`src/rtl/max_pooling_stream_pkg.sv`:
```
// Shared constants and helpers for the 2x2 stride-2 max-pooling stream.
// Argmax encoding is used only when MAXPOOL_ARGMAX_EN is defined.
package maxpool_pkg;

  localparam logic [1:0] IDX_TL = 2'b00;
  localparam logic [1:0] IDX_TR = 2'b01;
  localparam logic [1:0] IDX_BL = 2'b10;
  localparam logic [1:0] IDX_BR = 2'b11;

  // Pooled output extent along one axis (floor semantics)
  function automatic int unsigned pooled_dim(input int unsigned n);
    return n / 2;
  endfunction

endpackage

```
`src/rtl/max_pooling_stream_if.sv`:
```
// Valid/ready input and output streams of max_pooling_stream.
// out_idx exists only when MAXPOOL_ARGMAX_EN is defined.
interface max_pooling_stream_if #(
  parameter int unsigned DATA_BITS = 32,
  parameter int unsigned CH        = 1
);

  logic                    in_valid;
  logic                    in_ready;
  logic [CH*DATA_BITS-1:0] in_data;
  logic                    out_valid;
  logic                    out_ready;
  logic [CH*DATA_BITS-1:0] out_data;
  logic                    out_last;
`ifdef MAXPOOL_ARGMAX_EN
  logic [CH*2-1:0]         out_idx;
`endif

  modport slave (
    input  in_valid, in_data, out_ready,
    output in_ready, out_valid, out_data, out_last
`ifdef MAXPOOL_ARGMAX_EN
    , output out_idx
`endif
  );

  modport master (
    output in_valid, in_data, out_ready,
    input  in_ready, out_valid, out_data, out_last
`ifdef MAXPOOL_ARGMAX_EN
    , input out_idx
`endif
  );

endinterface

```
`src/rtl/max_pooling_stream_max2_sel.sv`:
```
// Signed strict two-input max; sel_o is 1 only when b_i is strictly larger,
// so ties resolve to a_i (the earlier pixel).
module max2_sel #(
  parameter int unsigned DATA_BITS = 32
) (
  input  logic [DATA_BITS-1:0] a_i,
  input  logic [DATA_BITS-1:0] b_i,
  output logic [DATA_BITS-1:0] max_o,
  output logic                 sel_o
);

  assign sel_o = $signed(b_i) > $signed(a_i);
  assign max_o = sel_o ? b_i : a_i;

endmodule

```
`src/rtl/max_pooling_stream.sv`:
```
// Streaming 2x2 stride-2 max pooling with a half-row line buffer.
// Optional argmax output enabled by MAXPOOL_ARGMAX_EN.
module max_pooling_stream
  import maxpool_pkg::*;
#(
  parameter int unsigned DATA_BITS = 32,
  parameter int unsigned W         = 46,
  parameter int unsigned H         = 46,
  parameter int unsigned CH        = 1
) (
  input logic                clk,
  input logic                reset,
  max_pooling_stream_if.slave strm
);

  localparam int unsigned HW    = pooled_dim(W);
  localparam int unsigned HH    = pooled_dim(H);
  localparam int unsigned CW    = $clog2(W);
  localparam int unsigned RW    = $clog2(H);
  localparam int unsigned IW    = (HW > 1) ? $clog2(HW) : 1;
  localparam bit          ODD_W = (W % 2) == 1;
  localparam bit          ODD_H = (H % 2) == 1;

  logic [CW-1:0] col_q, col_d;
  logic [RW-1:0] row_q, row_d;

  logic [DATA_BITS-1:0] h_q [CH];
  logic [DATA_BITS-1:0] h_d [CH];

  logic [CH*DATA_BITS-1:0] lbuf_q [HW];
  logic [CH*DATA_BITS-1:0] lb_rd;
  logic [CH*DATA_BITS-1:0] hpack;
  logic [CH*DATA_BITS-1:0] pooled;

  logic [DATA_BITS-1:0] hmax [CH];
  logic [DATA_BITS-1:0] vmax [CH];
  logic [CH-1:0]        hsel;
  logic [CH-1:0]        vsel;

  logic                    out_valid_q, out_valid_d;
  logic [CH*DATA_BITS-1:0] out_data_q, out_data_d;
  logic                    out_last_q, out_last_d;

  logic          accept, col_last, row_last, col_keep, row_keep;
  logic          store_h, pair, wr_lbuf, emit, final_win;
  logic [IW-1:0] lidx;

  assign strm.in_ready = !out_valid_q || strm.out_ready;
  assign accept        = strm.in_valid && strm.in_ready;

  assign col_last  = col_q == CW'(W - 1);
  assign row_last  = row_q == RW'(H - 1);
  // Trailing odd column/row beats are consumed without touching any state
  assign col_keep  = !(ODD_W && col_last);
  assign row_keep  = !(ODD_H && row_last);
  assign store_h   = accept && !col_q[0] && col_keep;
  assign pair      = accept && col_q[0];
  assign wr_lbuf   = pair && !row_q[0] && row_keep;
  assign emit      = pair && row_q[0];
  assign final_win = (row_q == RW'(2 * HH - 1)) && (col_q == CW'(2 * HW - 1));
  assign lidx      = IW'(col_q >> 1);
  assign lb_rd     = lbuf_q[lidx];

  for (genvar k = 0; k < CH; k++) begin : g_ch
    max2_sel #(.DATA_BITS(DATA_BITS)) u_hcmp (
      .a_i   (h_q[k]),
      .b_i   (strm.in_data[k*DATA_BITS +: DATA_BITS]),
      .max_o (hmax[k]),
      .sel_o (hsel[k])
    );
    max2_sel #(.DATA_BITS(DATA_BITS)) u_vcmp (
      .a_i   (lb_rd[k*DATA_BITS +: DATA_BITS]),
      .b_i   (hmax[k]),
      .max_o (vmax[k]),
      .sel_o (vsel[k])
    );
    assign hpack[k*DATA_BITS +: DATA_BITS]  = hmax[k];
    assign pooled[k*DATA_BITS +: DATA_BITS] = vmax[k];
  end

`ifdef MAXPOOL_ARGMAX_EN
  logic [CH-1:0]   lsel_q [HW];
  logic [CH-1:0]   lsel_rd;
  logic [CH*2-1:0] idx_w;
  logic [CH*2-1:0] out_idx_q, out_idx_d;

  assign lsel_rd = lsel_q[lidx];

  for (genvar k = 0; k < CH; k++) begin : g_idx
    assign idx_w[k*2 +: 2] = vsel[k] ? (hsel[k]    ? IDX_BR : IDX_BL)
                                     : (lsel_rd[k] ? IDX_TR : IDX_TL);
  end

  always_ff @(posedge clk) begin
    if (wr_lbuf) lsel_q[lidx] <= hsel;
  end

  always_ff @(posedge clk) begin
    if (reset) out_idx_q <= '0;
    else       out_idx_q <= out_idx_d;
  end

  always_comb begin
    out_idx_d = out_idx_q;
    if (emit) out_idx_d = idx_w;
  end

  assign strm.out_idx = out_idx_q;
`else
  logic unused_sel;
  assign unused_sel = ^{hsel, vsel};
`endif

  always_comb begin
    col_d = col_q;
    row_d = row_q;
    if (accept) begin
      if (col_last) begin
        col_d = '0;
        row_d = row_last ? '0 : row_q + 1'b1;
      end else begin
        col_d = col_q + 1'b1;
      end
    end
  end

  always_comb begin
    for (int unsigned k = 0; k < CH; k++) begin
      h_d[k] = store_h ? strm.in_data[k*DATA_BITS +: DATA_BITS] : h_q[k];
    end
  end

  // A drain and a new load in the same cycle resolve to the new load
  always_comb begin
    out_valid_d = out_valid_q;
    out_data_d  = out_data_q;
    out_last_d  = out_last_q;
    if (out_valid_q && strm.out_ready) out_valid_d = 1'b0;
    if (emit) begin
      out_valid_d = 1'b1;
      out_data_d  = pooled;
      out_last_d  = final_win;
    end
  end

  always_ff @(posedge clk) begin
    if (reset) begin
      col_q       <= '0;
      row_q       <= '0;
      out_valid_q <= 1'b0;
      out_data_q  <= '0;
      out_last_q  <= 1'b0;
    end else begin
      col_q       <= col_d;
      row_q       <= row_d;
      out_valid_q <= out_valid_d;
      out_data_q  <= out_data_d;
      out_last_q  <= out_last_d;
    end
  end

  always_ff @(posedge clk) begin
    for (int unsigned k = 0; k < CH; k++) h_q[k] <= h_d[k];
  end

  always_ff @(posedge clk) begin
    if (wr_lbuf) lbuf_q[lidx] <= hpack;
  end

  assign strm.out_valid = out_valid_q;
  assign strm.out_data  = out_data_q;
  assign strm.out_last  = out_last_q;

endmodule

```
`src/flat_wrapper.sv`:
```
// flat-port wrapper written by rule: the top's interface ports become plain ports
module max_pooling_stream_flat import maxpool_pkg::*;
#(
  parameter int unsigned DATA_BITS = 32,
  parameter int unsigned W         = 46,
  parameter int unsigned H         = 46,
  parameter int unsigned CH        = 1
)
  (clk, reset, strm_in_valid, strm_in_data, strm_out_ready, strm_in_ready, strm_out_valid, strm_out_data, strm_out_last);
  max_pooling_stream_if #(.DATA_BITS(DATA_BITS), .CH(CH)) strm_i ();
  input logic clk;
  input logic reset;
  input wire logic [$bits(strm_i.in_valid)-1:0] strm_in_valid;
  input wire logic [$bits(strm_i.in_data)-1:0] strm_in_data;
  input wire logic [$bits(strm_i.out_ready)-1:0] strm_out_ready;
  output wire logic [$bits(strm_i.in_ready)-1:0] strm_in_ready;
  output wire logic [$bits(strm_i.out_valid)-1:0] strm_out_valid;
  output wire logic [$bits(strm_i.out_data)-1:0] strm_out_data;
  output wire logic [$bits(strm_i.out_last)-1:0] strm_out_last;
  assign strm_i.in_valid = strm_in_valid;
  assign strm_i.in_data = strm_in_data;
  assign strm_i.out_ready = strm_out_ready;
  assign strm_in_ready = strm_i.in_ready;
  assign strm_out_valid = strm_i.out_valid;
  assign strm_out_data = strm_i.out_data;
  assign strm_out_last = strm_i.out_last;
  max_pooling_stream #(.DATA_BITS(DATA_BITS), .W(W), .H(H), .CH(CH)) u_core (.clk(clk), .reset(reset), .strm(strm_i));
endmodule
```
`config.mk`:
```
export PLATFORM = sky130hd
export DESIGN_NAME = max_pooling_stream_flat
export DESIGN_NICKNAME = d
export VERILOG_FILES = /design/src/rtl/max_pooling_stream_pkg.sv /design/src/rtl/max_pooling_stream_if.sv /design/src/rtl/max_pooling_stream_max2_sel.sv /design/src/rtl/max_pooling_stream.sv /design/src/flat_wrapper.sv
export SDC_FILE = /design/constraint.sdc
export NUM_CORES = 1
export LEC_CHECK = 0
export CAP_MARGIN = 10
export CORE_ASPECT_RATIO = 0.75
export CORE_MARGIN = 8
export CORE_UTILIZATION = 50
export CTS_BUF_LIST = sky130_fd_sc_hd__clkbuf_8
export CTS_CLUSTER_DIAMETER = 200
export CTS_CLUSTER_SIZE = 14
export DETAILED_ROUTE_END_ITERATION = 7
export PLACE_DENSITY_LB_ADDON = 0.12
export RECOVER_POWER = 50
export SLEW_MARGIN = 20
export SYNTH_ARGS = -nofsm -noshare
export SYNTH_HDL_FRONTEND = slang
export SYNTH_SLANG_ARGS = --single-unit
export TNS_END_PERCENT = 20
```
`constraint.sdc`:
```
create_clock -name clk -period 5.8 [get_ports clk]
set_clock_uncertainty 0.05 [all_clocks]
set_input_delay 0.58 -clock clk [delete_from_list [all_inputs] [get_ports clk]]
set_output_delay 0.58 -clock clk [all_outputs]
set_load 0.02 [all_outputs]
```
[Yosys cells after proc, flatten, opt, wreduce, memory -nomap -nowiden]
Memories as Yosys holds them, arrays and structs flattened. A register that Yosys moved wholly into a read port is not among the register bits.
Cells that the tools add are included.
Word-level totals
  register bits after elaboration: 46
  bits in latches: 0
  memory bits (writable): 768
  ROM bits: 0
  output and inout bits: 35
  memories: 2
Memories
  u_core.lbuf_q: words 23, width 32, read ports 1, clocked after memory_dff 1, write ports 1, RTL line max_pooling_stream.sv:30  | logic [CH*DATA_BITS-1:0] lbuf_q [HW];
  u_core.h_q: words 1, width 32, read ports 1, clocked after memory_dff 0, write ports 1, RTL line max_pooling_stream.sv:27  | logic [DATA_BITS-1:0] h_q [CH];
Cells by class
  add/sub/neg operators: 2
  $mul: 0
  div/mod/pow operators: 0
  $lt $le $gt $ge: 2
  equality and inequality tests: 2
  shifts and indexed selects: 0
  multiplexer cells: 11
  bitwise gates (word level): 0
  reduce and logical (&&, ||, !) cells: 13
Operator list (count)
  two-way mux 32 bit: 3
  > comparator 32 bit: 2
  adder 6 x 1 -> 6 bit, second input constant: 2
  == test 6 bit, second input constant: 2
  two-way mux 6 bit: 2
  two-way mux 5 bit: 2
  logical AND 1 bit: 7
  two-way mux 1 bit: 4
  zero test 1 bit: 3
  AND reduction 2 bit: 1
  nonzero test 2 bit: 1
  logical OR 1 bit: 1

[Logic depth before layout (Yosys ltp)]
  word-level depth: 7
  gate-level depth with buffers: 21
  mapped depth without buffers: 17

[Cells and area by module]
From an unflattened synthesis, not the netlist that was laid out.
Unflattened totals
  cells, all modules: 2364
  area, all modules: 36421.2 um^2
Modules (own cells, without submodules)
  max_pooling_stream: instances 1, cells each 1524, area an instance 31031.0 um^2
  max2_sel (u_core.g_ch[0].u_hcmp): instances 1, cells each 420, area an instance 2697.6 um^2
  max2_sel (u_core.g_ch[0].u_vcmp): instances 1, cells each 420, area an instance 2692.6 um^2

[Worst setup path before layout]
No wires, ideal clock.
  path kind: in2reg
  start: input port strm_in_data[15]
  end: register u_core.out_data_q[10], in the netlist u_core.strm.out_data[10]
  arrival time: 4.944 ns
  data required time: 5.628 ns
  slack: 0.685 ns
  cell stages on the path: 18
  cells stage by stage: ha_1 -> and4_1 -> a21oi_1 -> o311ai_1 -> o31a_1 -> o21ba_1 -> clkbuf_1 -> buf_1 -> o21ai_1 -> ha_1 -> nand4_2 -> or4_4 -> o32ai_2 -> a21oi_2 -> and3_1 -> buf_6 -> buf_8 -> a221o_1
Between the ends
  word-level cells in the longest chain between the ends: 4
Ends and longest elaborated chain
  start, declared: RTL line flat_wrapper.sv:14  | input wire logic [$bits(strm_i.in_data)-1:0] strm_in_data;
  > comparator 32 bit: RTL line max_pooling_stream_max2_sel.sv:12  | assign sel_o = $signed(b_i) > $signed(a_i);
  two-way mux 32 bit: RTL line max_pooling_stream_max2_sel.sv:13  | assign max_o = sel_o ? b_i : a_i;
  net u_core.g_ch[0].u_hcmp.max_o[31]: RTL line max_pooling_stream_max2_sel.sv:8  | output logic [DATA_BITS-1:0] max_o,
  > comparator 32 bit: RTL line max_pooling_stream_max2_sel.sv:12
  two-way mux 32 bit: RTL line max_pooling_stream_max2_sel.sv:13
  end signal, assigned: RTL line max_pooling_stream.sv:157  | out_data_q <= out_data_d;
  end, declared: RTL line max_pooling_stream.sv:41  | logic [CH*DATA_BITS-1:0] out_data_q, out_data_d;
The timed path passes the listed nets, and every way through them passes these cells.
A chain may end at the register's enable or synchronous reset.

[Final worst setup path]
  start: input port strm_in_data[30]
  end: register u_core.out_data_q[27], in the netlist u_core.strm.out_data[27]
Same word-level chain as after synthesis.

==> impl_metrics.ini <==
[timing]
period_share_pct = 88.80
finalHoldViolCount = 0
fmax_ghz = 0.1942
rsz0062_at_grt = false
setup_viol = 0
fin_crit_ps = 5150
timing.setup.tns_ps = 0
holdWs_ps = 447.3
relSlewSlack_pct = -107.6
drv_slew = 454
worst_pin_slew_ps = 3114

[pwr]
clock_power_share_pct = 27.6
power_density_nw_per_um2 = 295.3
swShare_pct = 24.16
finalPower_mw = 10.84
power_frac_comb_pct = 10.2
internal_power_mw = 8.218
p_leak_nw = 11.71
pwr-share-seq_pct = 62.2
p_switching_mw = 2.617
ir_worst_vdd_mv = 0.2504

[run]
drv_cap = 26

[worst_setup_path]
crit_path_end_kind = flip-flop
crit_arrival_ps = 5670
worstPathMaxFanout = 21
worstSetupStartpointType = primary input
cp.required_ps = 6320
crit_type = in -> reg

[synthesis]
ys_seq_area_share_pct = 72.31
syn_area_per_cell_um2 = 18.20
synth.most_common_cell = edfxtp_1
syn_nets = 1934
synth_common_cells = 768 x edfxtp_1, 160 x mux4_2, 114 x nand2_1, 68 x ha_1, 64 x mux2i_1
yosysTopAreaCell = edfxtp_1
synth_edf_count = 768
synth_top_area_share_pct = 69.24
synth_ff_type = edfxtp_1
ys_types = 55
async_flop_share_pct = 0
yosys_warnings = 0
ys_top_cells_by_area = edfxtp_1 69%, mux4_2 11%, dfxtp_1 3.1%
postSynthCellCount = 1830
syn_area_um2 = 33310
ys_ff_latch = 819

[place]
io_buffers = 70
gp_congestion = 0.8767
dp_hpwl_mm = 51.34

[global_routing]
antenna_found_initial = 2
grt_max_degree = 55
grt_usage_pct = 22.44
gr-total-overflow = 0
grt_pass1_vias = 18031
grt_pass1_wl_mm = 123.6

[clock_tree]
cts_resized = 0
cts_setup_buffers = 0
clock_latency_ps = 680
clockBufferDepth = 3
cts_buffers = 68
clk_pin_slew_worst_paths_ps = 90
cts.sinks = 819
cts_tree = built
htree_levels = 3
cts_root_buffer = clkbuf_8
hold_buffers = 0

[layout]
register_area_um2 = 24100
area_delta_synth_final_pct = 10.17
drive_above_1_share_pct = 18.79
final_nets = 2092
filler_cell_count = 5146
multi_input_area_um2 = 8600

[detailed_routing]
drt_iter0_markers = 1828
totalWireLength_mm = 84.32
num_vias = 17776
antenna_left = 0
drt_drc_violations_left = 0
wl_per_cell_um = 29.07
via_per_inst = 6.128
dr.pass1.iters = 6

[die]
die-area_um2 = 75210
coreArea_um2 = 66380
start_util_pct = 50.17
fp-row-count = 82
die_x_um = 314.0
die_h_um = 239.5
pin_count = 71

[outcome]
violations = max-capacitance violations, max-slew violations
status = complete, but fails checks

[hold_path]
holdCritPathClass = reg -> reg
## worst paths after layout
kind,end,start,slack [ps],depth (start not counted)
hold / removal,u_core.strm.out_last$_SDFFE_PP0P_,u_core.strm.out_last$_SDFFE_PP0P_,450,2
setup / recovery,u_core.strm.out_data[27]$_SDFFE_PP0P_,strm_in_data[30],650,16
hold reg to reg,u_core.strm.out_last$_SDFFE_PP0P_,u_core.strm.out_last$_SDFFE_PP0P_,450,2
setup reg to reg,u_core.strm.out_data[27]$_SDFFE_PP0P_,u_core.h_q[0][30]$_DFFE_PP_,750,16
## flip-flops by register name, summed over array words and instances, names as in the netlist, named ones only
name and cells:
u_core.row_q 6, u_core.strm.out_valid 1, u_core.strm.out_data 32, u_core.strm.out_last 1, u_core.col_q 6, u_core.lbuf_q 736, u_core.h_q 32
## metal layers
layer,vias up,GRT usage (%),part of all wire (%)
met5,-,0,0.020
met4,2,6.033,2.5
met3,123,3.569,5.8
met2,601,35.73,47
met1,9381,32.34,44
li1,7669,-,-
## critical path, stage by stage
cell and delay, ps:
dlygate4sd3_1 590, ha_1 340, nand4_1 290, nor4_1 450, nand2b_1 160, o31a_1 120
o21ba_2 410, o21ai_0 280, ha_1 390, nand4_1 310, or4_4 540, o32ai_2 330
a21o_1 190, nor3_4 70, buf_4 240, a221o_1 360
## power by group through the flow
stage | Sequential (mW) | Clock [mW] | Combinational [mW]
after floorplan | 6.87 | 0 | 0.639
after CTS | 6.74 | 3.06 | 1.12
after detailed placement | 6.87 | 0 | 1.12
final | 6.74 | 2.99 | 1.10
after global placement | 6.87 | 0 | 1.09
after global routing | 6.75 | 3.25 | 1.20
## area by class of cell
cell class | instances | area share, %
Antenna cell | 2 | 0.01364
Clock buffer | 71 | 2.663
Clock inverter | 28 | 0.3478
Inverter | 40 | 0.4092
Multi-Input combinational cell | 869 | 23.44
Sequential cell | 819 | 65.68
Tap cell | 882 | 3.007
Timing Repair Buffer | 190 | 4.446
## layout by cell type, fill, tap and decap left out, types with 4 or more instances in the layout
cell / count
a211oi_1: 40
a21o_1: 6
a21oi_1: 54
a221o_1: 32
and4_1: 5
buf_12: 10
buf_4: 84
clkbuf_1: 24
clkbuf_8: 71
dfxtp_1: 46
dfxtp_4: 4
dlygate4sd3_1: 68
edfxtp_1: 768
ha_1: 68
inv_1: 63
mux2_2: 31
mux2i_1: 64
mux4_2: 160
nand2_1: 114
nand2b_1: 6
nand3_1: 12
nand4_1: 15
nor2_1: 39
nor2b_1: 35
nor3_1: 9
o21ai_0: 49
o21ai_1: 54
o31ai_1: 31
xor2_1: 7
## stage by stage
stage / setup WS, ps / instance area (um2) / utilization [%] / std cells
after CTS: 830.5 / 36970 / 55.69 / 2899
after detailed placement: 134.0 / 35860 / 54.03 / 2800
after global routing: 349.1 / 36690 / 55.27 / 2900
final: 649.9 / 36690 / 55.28 / 2901
after global placement: 236.1 / 35840 / 54.00 / 2799
after floorplan: 684.6 / 33310 / - / 1830
## cell families after synthesis
family,synth area share [%]
flops,72.31
fa+ha+maj,2.555
buf+inv,1.920
simple gates,3.648
compound gates,5.481
mux,13.82
xor+xnor,0.2630
Power figures use the tool's default switching activity.
